## src/rtl/conv_pkg.sv

```systemverilog
// -----------------------------------------------------------------------------
// conv_pkg
// Shared constants and helpers for the 1D convolution datapath and its
// post-processing stages.
//   BW          : activation / weight element width
//   MUL_OUT_BW  : multiplier product width
//   ADD_OUT_BW  : vector-add accumulator width
//   BIAS_BW     : per-filter bias width (signed)
//   addr_w(n)   : index width for n entries; never returns 0 so that
//                 single-entry tables still get a 1-bit index
// -----------------------------------------------------------------------------
package conv_pkg;

  localparam int unsigned BW         = 8;
  localparam int unsigned MUL_OUT_BW = 16;
  localparam int unsigned ADD_OUT_BW = 18;
  localparam int unsigned BIAS_BW    = 18;

  function automatic int unsigned addr_w(input int unsigned n);
    return (n > 1) ? $clog2(n) : 1;
  endfunction

endpackage

```

## src/rtl/bias_relu_quant_lane.sv

```systemverilog
// -----------------------------------------------------------------------------
// relu_quant_lane
// Combinational per-element ReLU, arithmetic right shift and saturation to a
// non-negative signed OUT_BW value (0 .. 2^(OUT_BW-1)-1).
// Ports:
//   sum_i   : signed biased sum (SUM_BW bits)
//   shift_i : right-shift amount applied after ReLU
//   q_o     : quantized output element
// -----------------------------------------------------------------------------
module relu_quant_lane
  import conv_pkg::*;
#(
  parameter int unsigned SUM_BW = ADD_OUT_BW + 1,
  parameter int unsigned OUT_BW = BW
) (
  input  logic signed [SUM_BW-1:0] sum_i,
  input  logic        [4:0]        shift_i,
  output logic        [OUT_BW-1:0] q_o
);

  localparam logic [SUM_BW-1:0] QMAX = SUM_BW'((1 << (OUT_BW - 1)) - 1);

  logic [SUM_BW-1:0] relu_val;
  logic [SUM_BW-1:0] shifted;

  always_comb begin
    relu_val = sum_i[SUM_BW-1] ? '0 : $unsigned(sum_i);
    // relu_val is non-negative, so a logical shift equals the arithmetic one
    shifted  = relu_val >> shift_i;
    q_o      = (shifted > QMAX) ? QMAX[OUT_BW-1:0] : shifted[OUT_BW-1:0];
  end

endmodule

```

## src/rtl/bias_relu_quant.sv

```systemverilog
// -----------------------------------------------------------------------------
// bias_relu_quant
// Post-processing stage after the 1D convolution vector-add: adds the
// per-filter bias, applies ReLU and requantizes to signed OUT_BW activations.
// Two-stage valid/ready pipeline (stage 1: bias add, stage 2: ReLU/quant).
// Ports:
//   clk_i, rst_i        : clock (rising edge), async active-high reset
//   data_i/valid_i/last_i/ready_o : accumulator input stream (filter-major)
//   data_o/valid_o/last_o/ready_i : quantized output stream
//   bias_wr_en_i/addr_i/data_i    : per-filter bias register write port
//   shift_i             : requant right shift, changed only while idle
//   frame_err_o         : sticky flag, last_i disagreed with the beat count
// -----------------------------------------------------------------------------
module bias_relu_quant #(
  parameter int unsigned FRAME_LEN   = 50,
  parameter int unsigned COLUMN_LEN  = 1,
  parameter int unsigned NUM_FILTERS = 8,
  parameter int unsigned ACC_BW      = conv_pkg::ADD_OUT_BW,
  parameter int unsigned BIAS_BW     = conv_pkg::BIAS_BW,
  parameter int unsigned OUT_BW      = conv_pkg::BW
) (
  input  logic                                        clk_i,
  input  logic                                        rst_i,
  input  logic [COLUMN_LEN*ACC_BW-1:0]                data_i,
  input  logic                                        valid_i,
  input  logic                                        last_i,
  output logic                                        ready_o,
  output logic [COLUMN_LEN*OUT_BW-1:0]                data_o,
  output logic                                        valid_o,
  output logic                                        last_o,
  input  logic                                        ready_i,
  input  logic                                        bias_wr_en_i,
  input  logic [conv_pkg::addr_w(NUM_FILTERS)-1:0]    bias_wr_addr_i,
  input  logic [BIAS_BW-1:0]                          bias_wr_data_i,
  input  logic [4:0]                                  shift_i,
  output logic                                        frame_err_o
);

  import conv_pkg::*;

  localparam int unsigned FW     = addr_w(NUM_FILTERS);
  localparam int unsigned PW     = addr_w(FRAME_LEN);
  localparam int unsigned SUM_BW = ((ACC_BW > BIAS_BW) ? ACC_BW : BIAS_BW) + 1;
  localparam logic [FW-1:0] FILT_LAST = FW'(NUM_FILTERS - 1);
  localparam logic [PW-1:0] POS_LAST  = PW'(FRAME_LEN - 1);

  logic signed [BIAS_BW-1:0] bias_q [NUM_FILTERS];

  logic [FW-1:0] filt_cnt_q, filt_cnt_d;
  logic [PW-1:0] pos_cnt_q, pos_cnt_d;
  logic          frame_err_q, frame_err_d;

  logic                     s1_valid_q, s1_last_q;
  logic signed [SUM_BW-1:0] s1_sum_q [COLUMN_LEN];
  logic signed [SUM_BW-1:0] s1_sum_d [COLUMN_LEN];

  logic                         s2_valid_q, s2_last_q;
  logic [COLUMN_LEN*OUT_BW-1:0] s2_data_q, lane_q;

  logic s2_adv, s1_adv, accept, terminal;
  logic signed [BIAS_BW-1:0] bias_sel;

  assign s2_adv   = !s2_valid_q || ready_i;
  assign s1_adv   = !s1_valid_q || s2_adv;
  assign accept   = valid_i && s1_adv;
  assign terminal = (filt_cnt_q == FILT_LAST) && (pos_cnt_q == POS_LAST);
  assign bias_sel = bias_q[filt_cnt_q];

  always_comb begin
    for (int unsigned k = 0; k < COLUMN_LEN; k++) begin
      s1_sum_d[k] = SUM_BW'($signed(data_i[k*ACC_BW +: ACC_BW])) + SUM_BW'(bias_sel);
    end
  end

  always_comb begin
    filt_cnt_d  = filt_cnt_q;
    pos_cnt_d   = pos_cnt_q;
    frame_err_d = frame_err_q;
    if (accept) begin
      if (last_i != terminal) frame_err_d = 1'b1;
      // last_i always resynchronises, and a missed last still wraps
      if (last_i || terminal) begin
        filt_cnt_d = '0;
        pos_cnt_d  = '0;
      end else if (pos_cnt_q == POS_LAST) begin
        pos_cnt_d  = '0;
        filt_cnt_d = filt_cnt_q + FW'(1);
      end else begin
        pos_cnt_d  = pos_cnt_q + PW'(1);
      end
    end
  end

  for (genvar k = 0; k < COLUMN_LEN; k++) begin : g_lane
    relu_quant_lane #(
      .SUM_BW (SUM_BW),
      .OUT_BW (OUT_BW)
    ) u_lane (
      .sum_i   (s1_sum_q[k]),
      .shift_i (shift_i),
      .q_o     (lane_q[k*OUT_BW +: OUT_BW])
    );
  end

  always_ff @(posedge clk_i or posedge rst_i) begin
    if (rst_i) begin
      for (int unsigned i = 0; i < NUM_FILTERS; i++) bias_q[i] <= '0;
      for (int unsigned k = 0; k < COLUMN_LEN; k++) s1_sum_q[k] <= '0;
      filt_cnt_q  <= '0;
      pos_cnt_q   <= '0;
      frame_err_q <= 1'b0;
      s1_valid_q  <= 1'b0;
      s1_last_q   <= 1'b0;
      s2_valid_q  <= 1'b0;
      s2_last_q   <= 1'b0;
      s2_data_q   <= '0;
    end else begin
      // the stage-1 read of bias_sel sees the pre-write value on a shared edge
      if (bias_wr_en_i && (32'(bias_wr_addr_i) < NUM_FILTERS)) begin
        bias_q[bias_wr_addr_i] <= bias_wr_data_i;
      end
      filt_cnt_q  <= filt_cnt_d;
      pos_cnt_q   <= pos_cnt_d;
      frame_err_q <= frame_err_d;
      if (s1_adv) begin
        s1_valid_q <= valid_i;
        if (valid_i) begin
          s1_last_q <= last_i;
          for (int unsigned k = 0; k < COLUMN_LEN; k++) s1_sum_q[k] <= s1_sum_d[k];
        end
      end
      if (s2_adv) begin
        s2_valid_q <= s1_valid_q;
        if (s1_valid_q) begin
          s2_last_q <= s1_last_q;
          s2_data_q <= lane_q;
        end
      end
    end
  end

  assign ready_o     = s1_adv;
  assign valid_o     = s2_valid_q;
  assign last_o      = s2_last_q;
  assign data_o      = s2_data_q;
  assign frame_err_o = frame_err_q;

endmodule

```

## config.mk

```make
export PLATFORM = sky130hd
export DESIGN_NAME = bias_relu_quant
export DESIGN_NICKNAME = d
export VERILOG_FILES = /design/src/rtl/conv_pkg.sv /design/src/rtl/bias_relu_quant_lane.sv /design/src/rtl/bias_relu_quant.sv
export SDC_FILE = /design/constraint.sdc
export NUM_CORES = 1
export LEC_CHECK = 0
export CAP_MARGIN = 20
export CORE_UTILIZATION = 30
export CTS_CLUSTER_SIZE = 8
export DETAILED_ROUTE_END_ITERATION = 10
export GPL_ROUTABILITY_DRIVEN = 0
export PLACE_DENSITY_LB_ADDON = 0.25
export SYNTH_ARGS = -nofsm -noshare
export SYNTH_HDL_FRONTEND = slang
export SYNTH_SLANG_ARGS = --single-unit
```

## constraint.sdc

```tcl
create_clock -name clk_i -period 6.8 [get_ports clk_i]
set_clock_uncertainty 0.2 [all_clocks]
set_input_delay 1.02 -clock clk_i [delete_from_list [all_inputs] [get_ports clk_i]]
set_output_delay 1.02 -clock clk_i [all_outputs]
set_load 0.005 [all_outputs]
```

---- Yosys cells after proc, flatten, opt, wreduce, memory -nomap -nowiden ----
Cells that the tools add are included.
storage, ports and cells
  flip-flop bits (word level) ............. 185
  output and inout bits ................... 12
  logic and storage cells ................. 55
operators by class
  $add $sub $neg .......................... 3
  $lt $le $gt $ge ......................... 4
  eq/ne operators ......................... 3
  shift operators ......................... 1
  muxes and demuxes ....................... 12
  bitwise logic cells ..................... 2
  reduce and logical (&&, ||, !) cells .... 13
operator list
  cell                                                                              count
  144-bit bitwise mux                                                               1
  18-bit 2-to-1 mux                                                                 4
  18-bit binary-select mux with 3-bit select                                        1
  18-bit demux with 3-bit select                                                    1
  18-bit by 18-bit adder with 19-bit output                                         1
  19-bit by 7-bit greater-than comparator with 1-bit output, second input constant  1
  19-bit by 5-bit right shift with 19-bit output                                    1
  6-bit 2-to-1 mux                                                                  2
  4-bit >= comparator, second input constant                                        2
  8-bit 2-to-1 mux                                                                  1
  3-bit NOT with 4-bit output                                                       2
  2-bit AND reduction                                                               4
  6-bit by 1-bit adder with 6-bit output, second input constant                     1
  6-bit equality test, second input constant                                        1
  3-bit 2-to-1 mux                                                                  2
  4-bit by 1-bit < comparator with 1-bit output, second input constant              1
  3-bit by 1-bit adder with 3-bit output, second input constant                     1
  3-bit equality test, second input constant                                        1
  1-bit logical AND                                                                 3
  1-bit logical OR                                                                  3
  1-bit zero test                                                                   2
  2-bit nonzero test                                                                1
  1-bit inequality test                                                             1

---- Longest topological paths before layout ----
Gate-level depths: netlist of the first run.
  depth in word-level cells ............... 6
  depth in mapped cells ................... 14
  mapped depth without buffers ............ 12

---- Hierarchy ----
Synthesis of the first run repeated with hierarchy kept, for this count alone.
unflattened totals
  cell total of the unflattened synthesis .. 842
  area, all modules ....................... 10064.7 um2
modules (own cells, without submodules)
  module           times used  cells an instance  area an instance (um2)  sequential area each (um2)
  bias_relu_quant  1           687                9021.2                  4629.4
  relu_quant_lane  1           155                1043.5                  0.0

---- Least setup slack after synthesis of the first run ----
OpenSTA, ideal clock, no wires.
  path type ............................... reg-to-reg
  start point ............................. register filt_cnt_q[0]
  end point ............................... register s1_sum_q[18] (netlist bit)
  setup time .............................. 0.082 ns
  arrival time ............................ 3.087 ns
  data required time ...................... 6.518 ns
  setup slack ............................. 3.431 ns
  stages on the path, launching flop included .. 15
  path buffers ............................ 2
  clock period less this slack ............ 3.369 ns
  cells stage by stage .................... dfrtp_1 -> buf_2 -> buf_2 -> mux4_2 -> nand2_1 -> nand2_1 -> ha_1 -> inv_1 -> fa_1 -> nor2b_1 -> o2111ai_1 -> a2111oi_2 -> o311ai_1 -> nand4_1 -> a31oi_1
between the ends
  longest elaborated chain between the ends .. 5
RTL lines
  item                                                   line                    source
  start: declaration                                     bias_relu_quant.sv:49   logic [FW-1:0] filt_cnt_q, filt_cnt_d;
  start signal: assignment                               bias_relu_quant.sv:122  filt_cnt_q <= filt_cnt_d;
  3-bit NOT with 4-bit output (not written as such)      bias_relu_quant.sv:67   assign bias_sel = bias_q[filt_cnt_q];
  18-bit binary-select mux with 3-bit select             bias_relu_quant.sv:67
  18-bit 2-to-1 mux (not written as such) (2 in series)  bias_relu_quant.sv:67
  18-bit by 18-bit adder with 19-bit output              bias_relu_quant.sv:71   s1_sum_d[k] = SUM_BW'($signed(data_i[k*ACC_BW +: ACC_BW])) + SUM_BW'(bias_sel);
  end: declaration                                       bias_relu_quant.sv:54   logic signed [SUM_BW-1:0] s1_sum_q [COLUMN_LEN];
Every way passes these cells. The select of a mux whose other input is x is not followed.
A chain may end at the register's enable or synchronous reset.

---- Worst setup path after layout of the first run ----
Same ends and word-level chain as after synthesis.

==> reports/metrics.cfg, run 1 <==
[power]
p_total_mw=3.951
power.share.sequential=0.405
pwr-share-clk=0.260
worst_ir_drop_vdd_mv=0.1985
p_leak_nw=4.828
internal_power_mw=2.629
comb_power_share=0.336
power.switching_mw=1.322
power_density_nw_per_um2=339.4
power.switching_fraction=0.3347

[final_layout]
instances_no_fill=1304
finish.net_count=923
layout_cell_share_with_drive_strength_beyond_1=0.3074
area.growth.synth_to_final_pct=17.79
antenna-diode-count=0

[detailed_routing]
routed-via-count=6495
drt-pass1-iter-count=5
drt-vias-per-instance=4.981
ant_nets=0
drt_iter0_drc=394
post-route-drc-count=0
postRouteWirelength_microns=23780
wire_per_inst_microns=18.23

[worst_setup_path]
critical_path.reg2reg.endpoint=s1_sum_q[18]$_DFFE_PP0P_
r2r_cells=13
worst-r2r-setup-slack_ns=2.68
end_kind=flop
startpoint_type=flop
worstPathArrival_ns=4.27
timing.critical_path.fanout_max=22
timing_worst_setup_path_type=reg -> reg
required_time_reported_for_the_critical_path_endpoint_ns=6.95
reg2reg_from=filt_cnt_q[0]$_DFFE_PP0P_

[synth]
synthesized_area_divided_by_synthesized_cell_count_sq_um=12.46
syn_warnings=0
post_synth_num_cell_types=63
synth-edff-count=0
post_synth_instance_area_sq_um=9882
yosys.area.top_type_share=0.4685
syn-num-nets=867
yosys.area.top_type=dfrtp_1
ys_dominant_reg_cell=dfrtp_1
synth_area_leaders=dfrtp_1, mux2_2, mux4_2
synthesis.instances=793
ys_seq_area_frac=0.4685
ys_ff_latch=185
ys_async_sr_fraction=1.000

[global_route]
global_route_usage_over_all_layers=0.1495
grt_pass1_wl_microns=38680
first_global_vias=6621
grt_start_max_net_pins=108
grt-ovfl-total=0
initial_antenna_violation_count=1

[floorplan]
initial_core_util=0.3045
chipHeight_microns=183.5
floorplan.die_area_sq_um=33670
floorplan.rows=66
design.portCount=62
overall_die_width_microns=183.5
coreArea_sq_um=32450

[placement]
hpwlAfterDp_microns=15770
placedCellCount=1271
placement.io_buffers=61

[clocking]
clk_transition_reported_paths_ns=0.07
number_of_h_tree_levels=4
cts_hold_repair.buffers=0
post_cts.repair.setup_buffers=0
cell_at_the_root_of_the_clock_tree=clkbuf_16
tritoncts=built
numClockSinks=185
cts_buffers=17
worstSkewPairLatency_ns=0.43
max-clock-path-buffers=2
cts-resized-gates=0

[timing]
relSlewSlack=0.3596
fin_crit_sh=0.6057
finalHoldViolations=0
final.min_clock_period_ns=4.119
report.final.setup_viol=0
maxClockFrequency_mhz=242.8
slew_worst_pin_ns=0.9576
rsz0062_at_grt=no
setup_tns_ns=0
maxSlewViolCount=0

[hold_path]
hold_path_end=last_o$_DFFE_PP0P_
worstHoldPathCells=2
worst_hold_class=reg -> reg
hold_path_startpoint=last_o$_DFFE_PP0P_

[outcome]
run_status=complete, no violations

[job]
drv_cap=0

## state kept, by name (all words and copies together), names as in the netlist
register / cells
bias_q: 144
data_o: 8
filt_cnt_q: 3
frame_err_o: 1
last_o: 1
pos_cnt_q: 6
s1_last_q: 1
s1_sum_q: 19
s1_valid_q: 1
valid_o: 1
## stage by stage
stage	hold WS [ns]	instance area [sq um]	util	setup WS [ns]
global placement	0.2601	11000	0.3388	2.706
finish	0.2706	11640	0.3587	2.681
global route	0.3097	11640	0.3587	2.299
detailed placement	0.2618	11000	0.3388	2.645
floorplan	0.2386	9882	-	0.5513
CTS	0.2800	11610	0.3578	2.627
## worst max-delay path: stages (launching register included)
cell	delay (ns)
dfrtp_2	0.85
buf_4	0.45
mux4_2	0.55
nand2_1	0.08
nand2_1	0.09
ha_1	0.20
inv_1	0.07
fa_1	0.20
nor2b_1	0.07
o2111ai_1	0.38
a2111oi_2	0.15
o311ai_1	0.42
nand4_1	0.14
a31oi_1	0.18
## kinds of logic after synthesis
logic type,share of synthesized area
compound gates,0.06799
xor+xnor,0.009749
fa+ha+maj,0.03115
buf+inv,0.02887
flops,0.4685
mux,0.3029
simple gates,0.09091
## cells in the mapped netlist (all sizes together), types with 2 or more instances
master,count
a211o,3
a211oi,5
a21boi,3
a21o,4
a21oi,24
a311oi,2
a31oi,4
and2,6
buf,26
clkbuf,16
dfrtp,185
ha,23
inv,20
mux2,152
mux2i,21
mux4,47
nand2,95
nand2b,7
nand3,10
nand3b,2
nand4,7
nand4b,3
nor2,30
nor2b,5
nor3,9
nor3b,5
nor4,2
nor4b,2
o2111ai,4
o211ai,2
o21a,4
o21ai,26
o22ai,2
o311ai,5
o31ai,2
o41ai,2
or3,3
xnor2,5
xor2,6
## final cells by class
| class | instances | area [sq um] |
|---|---|---|
| Fill cell | 3168 | 20810 |
| Multi-Input combinational cell | 545 | 4990 |
| Sequential cell | 185 | 4632 |
| Timing Repair Buffer | 79 | 765.7 |
| Tap cell | 442 | 553.0 |
| Clock buffer | 20 | 466.7 |
| Clock inverter | 12 | 148.9 |
| Inverter | 21 | 83.83 |
## power by group through the flow
stage	logic [mW]	registers, mW	clock network, mW
after floorplan	1.04	1.52	0
after global placement	1.32	1.62	0
after detailed placement	1.33	1.62	0
after CTS	1.33	1.60	1.06
after global routing	1.47	1.65	1.11
final	1.33	1.60	1.03
## worst max-delay path by stage
stage / start / to / slack [ns] / cells after the start
floorplan: rst_i / bias_q[0]$_DFFE_PP0P_ / 0.55 / 1
global placement: filt_cnt_q[0]$_DFFE_PP0P_ / s1_sum_q[18]$_DFFE_PP0P_ / 2.71 / 13
detailed placement: filt_cnt_q[0]$_DFFE_PP0P_ / s1_sum_q[18]$_DFFE_PP0P_ / 2.65 / 13
CTS: filt_cnt_q[0]$_DFFE_PP0P_ / s1_sum_q[18]$_DFFE_PP0P_ / 2.63 / 13
global route: filt_cnt_q[0]$_DFFE_PP0P_ / s1_sum_q[18]$_DFFE_PP0P_ / 2.30 / 13
finish: filt_cnt_q[0]$_DFFE_PP0P_ / s1_sum_q[18]$_DFFE_PP0P_ / 2.68 / 13
## routing by layer
metal,share of wire,global-route usage
met1,0.50,0.2126
met2,0.47,0.2356
met3,0.026,0.02595
met4,0.010,0.03667
met5,0.00046,0
## cell usage in the layout (no fill, tap or decap), types with 17 or more instances in the layout
cell / count
inv_1: 17
mux2_2: 152
a21oi_1: 24
nand2_1: 95
buf_4: 17
clkbuf_16: 17
o21ai_0: 21
clkdlybuf4s50_1: 61
nor2_1: 30
mux4_2: 47
ha_1: 23
dfrtp_1: 183
mux2i_1: 20
Power figures use the tool's default switching activity.
==> inputs of run 2 (changes only) <==
==> constraint.sdc (replaced) <==
create_clock -name clk_i -period 3.5 [get_ports clk_i]
set_clock_uncertainty 0.2 [all_clocks]
set_input_delay 0.525 -clock clk_i [delete_from_list [all_inputs] [get_ports clk_i]]
set_output_delay 0.525 -clock clk_i [all_outputs]
set_load 0.005 [all_outputs]
==> run 2 against run 1 <==
Power grew 100%. Critical path depth is 1 lower. Global-route usage increased by 0.31 points. Register-to-register slack worse by 2.5 ns. Worst hold slack got worse by 0.0040 ns.
==> reports/metrics.cfg, run 2 (same netlist as run 1, synthesis figures left out) <==
[detailed_routing]
ant_nets=0  ; unchanged
drt_iter0_drc=324  ; was 394
postRouteWirelength_microns=23990  ; was 23780 microns
drt-vias-per-instance=4.907  ; was 4.981
wire_per_inst_microns=18.04  ; was 18.23 microns
post-route-drc-count=0  ; unchanged
routed-via-count=6526  ; was 6495
drt-pass1-iter-count=6  ; was 5

[timing]
fin_crit_sh=0.9588  ; was 0.6057
finalHoldViolations=0  ; unchanged
report.final.setup_viol=0  ; unchanged
final_critical_path_setup_slack_ns=0.1443  ; was 2.681 ns
rsz0062_at_grt=yes  ; was no
maxClockFrequency_mhz=298.0  ; was 242.8 MHz
slew_worst_pin_ns=0.8021  ; was 0.9576 ns
maxSlewViolCount=0  ; unchanged
final.min_clock_period_ns=3.356  ; was 4.119 ns
relSlewSlack=0.4642  ; was 0.3596
worst_hold_slack_ns=0.2666  ; was 0.2706 ns

[power]
power_density_nw_per_um2=660.1  ; was 339.4 nW/um^2
comb_power_share=0.351  ; was 0.336
power.switching_mw=2.733  ; was 1.322 mW
power.switching_fraction=0.3459  ; was 0.3347
power.share.sequential=0.385  ; was 0.405
internal_power_mw=5.168  ; was 2.629 mW
pwr-share-clk=0.264  ; was 0.260
worst_ir_drop_vdd_mv=0.3586  ; was 0.1985 mV
p_leak_nw=4.990  ; was 4.828 nW

[final_layout]
antenna-diode-count=0  ; unchanged
largest_reg_flops=144  ; unchanged
layout_cell_share_with_drive_strength_beyond_1=0.3300  ; was 0.3074
layout.cells.most_common=dfrtp_1  ; unchanged
area.growth.synth_to_final_pct=21.13  ; was 17.79%
registers.top_by_ff_count=bias_q  ; unchanged
final_cell_mix=dfrtp_1, mux2_2, nand2_1  ; unchanged
finish.net_count=949  ; was 923

[worst_setup_path]
crit_cells=12  ; was 13
path_delay_family=simple AND/OR/NAND/NOR gates  ; was compound AO/OA/AOI/OAI gates
path_cells=buf_12 > buf_12 > mux4_2 > nand2_1 > nand2_1 > ha_1 > nand4_1 > a21oi_1 > a21o_2 > a31oi_1 > and4b_1 > or3_1  ; was buf_4 > mux4_2 > nand2_1 > nand2_1 > ha_1 > inv_1 > fa_1 > nor2b_1 > o2111ai_1 > a2111oi_2 > o311ai_1 > nand4_1 > a31oi_1
critical_path.reg2reg.endpoint=s1_sum_q[13]$_DFFE_PP0P_  ; was s1_sum_q[18]$_DFFE_PP0P_
worst-r2r-setup-slack_ns=0.14  ; was 2.68 ns
reg2reg_from=filt_cnt_q[0]$_DFFE_PP0P_  ; unchanged
end_kind=flop  ; unchanged
path_buf_inv=2  ; unchanged
crit_slowest_cell=mux4_2  ; was dfrtp_2
worstPathArrival_ns=3.47  ; was 4.27 ns
r2r_cells=12  ; was 13
worst_path_largest_cell_delay_ns=0.51  ; was 0.85 ns
timing_worst_setup_path_type=reg -> reg  ; unchanged
startpoint_type=flop  ; unchanged
timing.critical_path.fanout_max=15  ; was 22
required_time_reported_for_the_critical_path_endpoint_ns=3.61  ; was 6.95 ns

[floorplan]
floorplan.die_area_sq_um=33670  ; unchanged
chipHeight_microns=183.5  ; unchanged
initial_core_util=0.3045  ; unchanged
design.portCount=62  ; unchanged
coreArea_sq_um=32450  ; unchanged
floorplan.rows=66  ; unchanged
overall_die_width_microns=183.5  ; unchanged

[placement]
placement.io_buffers=61  ; unchanged
preCtsSetupSlack_ns=0.1558  ; was 2.645 ns
hpwlAfterDp_microns=16390  ; was 15770 microns

[clocking]
cts-resized-gates=0  ; unchanged
cts_hold_repair.buffers=0  ; unchanged
tritoncts=built  ; unchanged
numClockSinks=185  ; unchanged
max-clock-path-buffers=2  ; unchanged
post_cts.repair.setup_buffers=0  ; unchanged
cell_at_the_root_of_the_clock_tree=clkbuf_16  ; unchanged
worstSkewPairLatency_ns=0.45  ; was 0.43 ns
clk_transition_reported_paths_ns=0.08  ; was 0.07 ns
number_of_h_tree_levels=4  ; unchanged
cts_buffers=17  ; unchanged

[hold_path]
hold_path_end=frame_err_o$_DFFE_PP0P_  ; was last_o$_DFFE_PP0P_
worstHoldPathCells=1  ; was 2
worst_hold_class=reg -> reg  ; unchanged
hold_path_startpoint=frame_err_o$_DFFE_PP0P_  ; was last_o$_DFFE_PP0P_

[global_route]
first_global_vias=6858  ; was 6621
grt_start_max_net_pins=54  ; was 108
grt_pass1_wl_microns=39530  ; was 38680 microns
grt-ovfl-total=0  ; unchanged
initial_antenna_violation_count=0  ; was 1
global_route_usage_over_all_layers=0.1526  ; was 0.1495

[job]
drv_cap=0  ; unchanged

[outcome]
run_status=complete, no violations  ; unchanged

run 2: cell types whose count changed in the layout (fill, tap and decap cells not counted), moves of 3 or more:
cell	change
buf_12	+9
buf_4	+18
clkbuf_8	-3
inv_12	+7
inv_6	-3
run 2: per-layer routing:
metal / up-vias / track usage / part of all wire
met2: 78 / 0.2517 / 0.48
met5: - / 0 / 0
met1: 3343 / 0.2118 / 0.49
met4: 0 / 0.03233 / 0.0074
li1: 3094 / - / -
met3: 11 / 0.02298 / 0.028
run 2: area by class of cell:
class	instances	area, sq um
clock buffers	17	425.4
clock inverters	15	214.0
fillers	3169	20480
inverters	21	82.58
multi-input cells	545	5010
flip-flops and latches	185	4632
well taps	442	553.0
repair buffers	105	1054
run 2: worst max-delay path by stage:
stage                         startpoint                  endpoint
2_1_floorplan  filt_cnt_q[0]$_DFFE_PP0P_  s1_sum_q[18]$_DFFE_PP0P_
6_report       filt_cnt_q[0]$_DFFE_PP0P_  s1_sum_q[13]$_DFFE_PP0P_
3_5_place_dp   filt_cnt_q[0]$_DFFE_PP0P_  s1_sum_q[14]$_DFFE_PP0P_
5_1_grt        filt_cnt_q[0]$_DFFE_PP0P_  s1_sum_q[13]$_DFFE_PP0P_
3_3_place_gp   filt_cnt_q[0]$_DFFE_PP0P_  s1_sum_q[14]$_DFFE_PP0P_
4_1_cts        filt_cnt_q[0]$_DFFE_PP0P_  s1_sum_q[14]$_DFFE_PP0P_
run 2: worst reg2reg max path: stages, from the launching register on:
cell and delay, ns:
dfrtp_2 0.42, buf_12 0.15, buf_12 0.17, mux4_2 0.52, nand2_1 0.08, nand2_1 0.10
ha_1 0.32, nand4_1 0.22, a21oi_1 0.20, a21o_2 0.23, a31oi_1 0.12, and4b_1 0.19
or3_1 0.33
run 2: stage by stage:
| step | std cells | cell area [sq um] | TNS, ns | total power [mW] | util |
|---|---|---|---|---|---|
| 3_5_place_dp | 1298 | 11310 | 0 | 5.859 | 0.3485 |
| 5_1_grt | 1330 | 11970 | -0.007841 | 8.422 | 0.3688 |
| 3_3_place_gp | 1298 | 11310 | 0 | 5.822 | 0.3485 |
| 6_report | 1330 | 11970 | 0 | 7.901 | 0.3688 |
| 2_1_floorplan | 793 | 9886 | 0 | 4.966 | - |
| 4_1_cts | 1330 | 11950 | 0 | 7.964 | 0.3682 |
run 2: power by group through the flow:
stage / sequential [mW] / clock [mW] / combinational, mW
floorplan: 2.95 / 0 / 2.02
global placement: 3.08 / 0 / 2.74
detailed placement: 3.09 / 0 / 2.76
CTS: 3.05 / 2.13 / 2.78
global route: 3.13 / 2.21 / 3.08
finish: 3.05 / 2.08 / 2.77
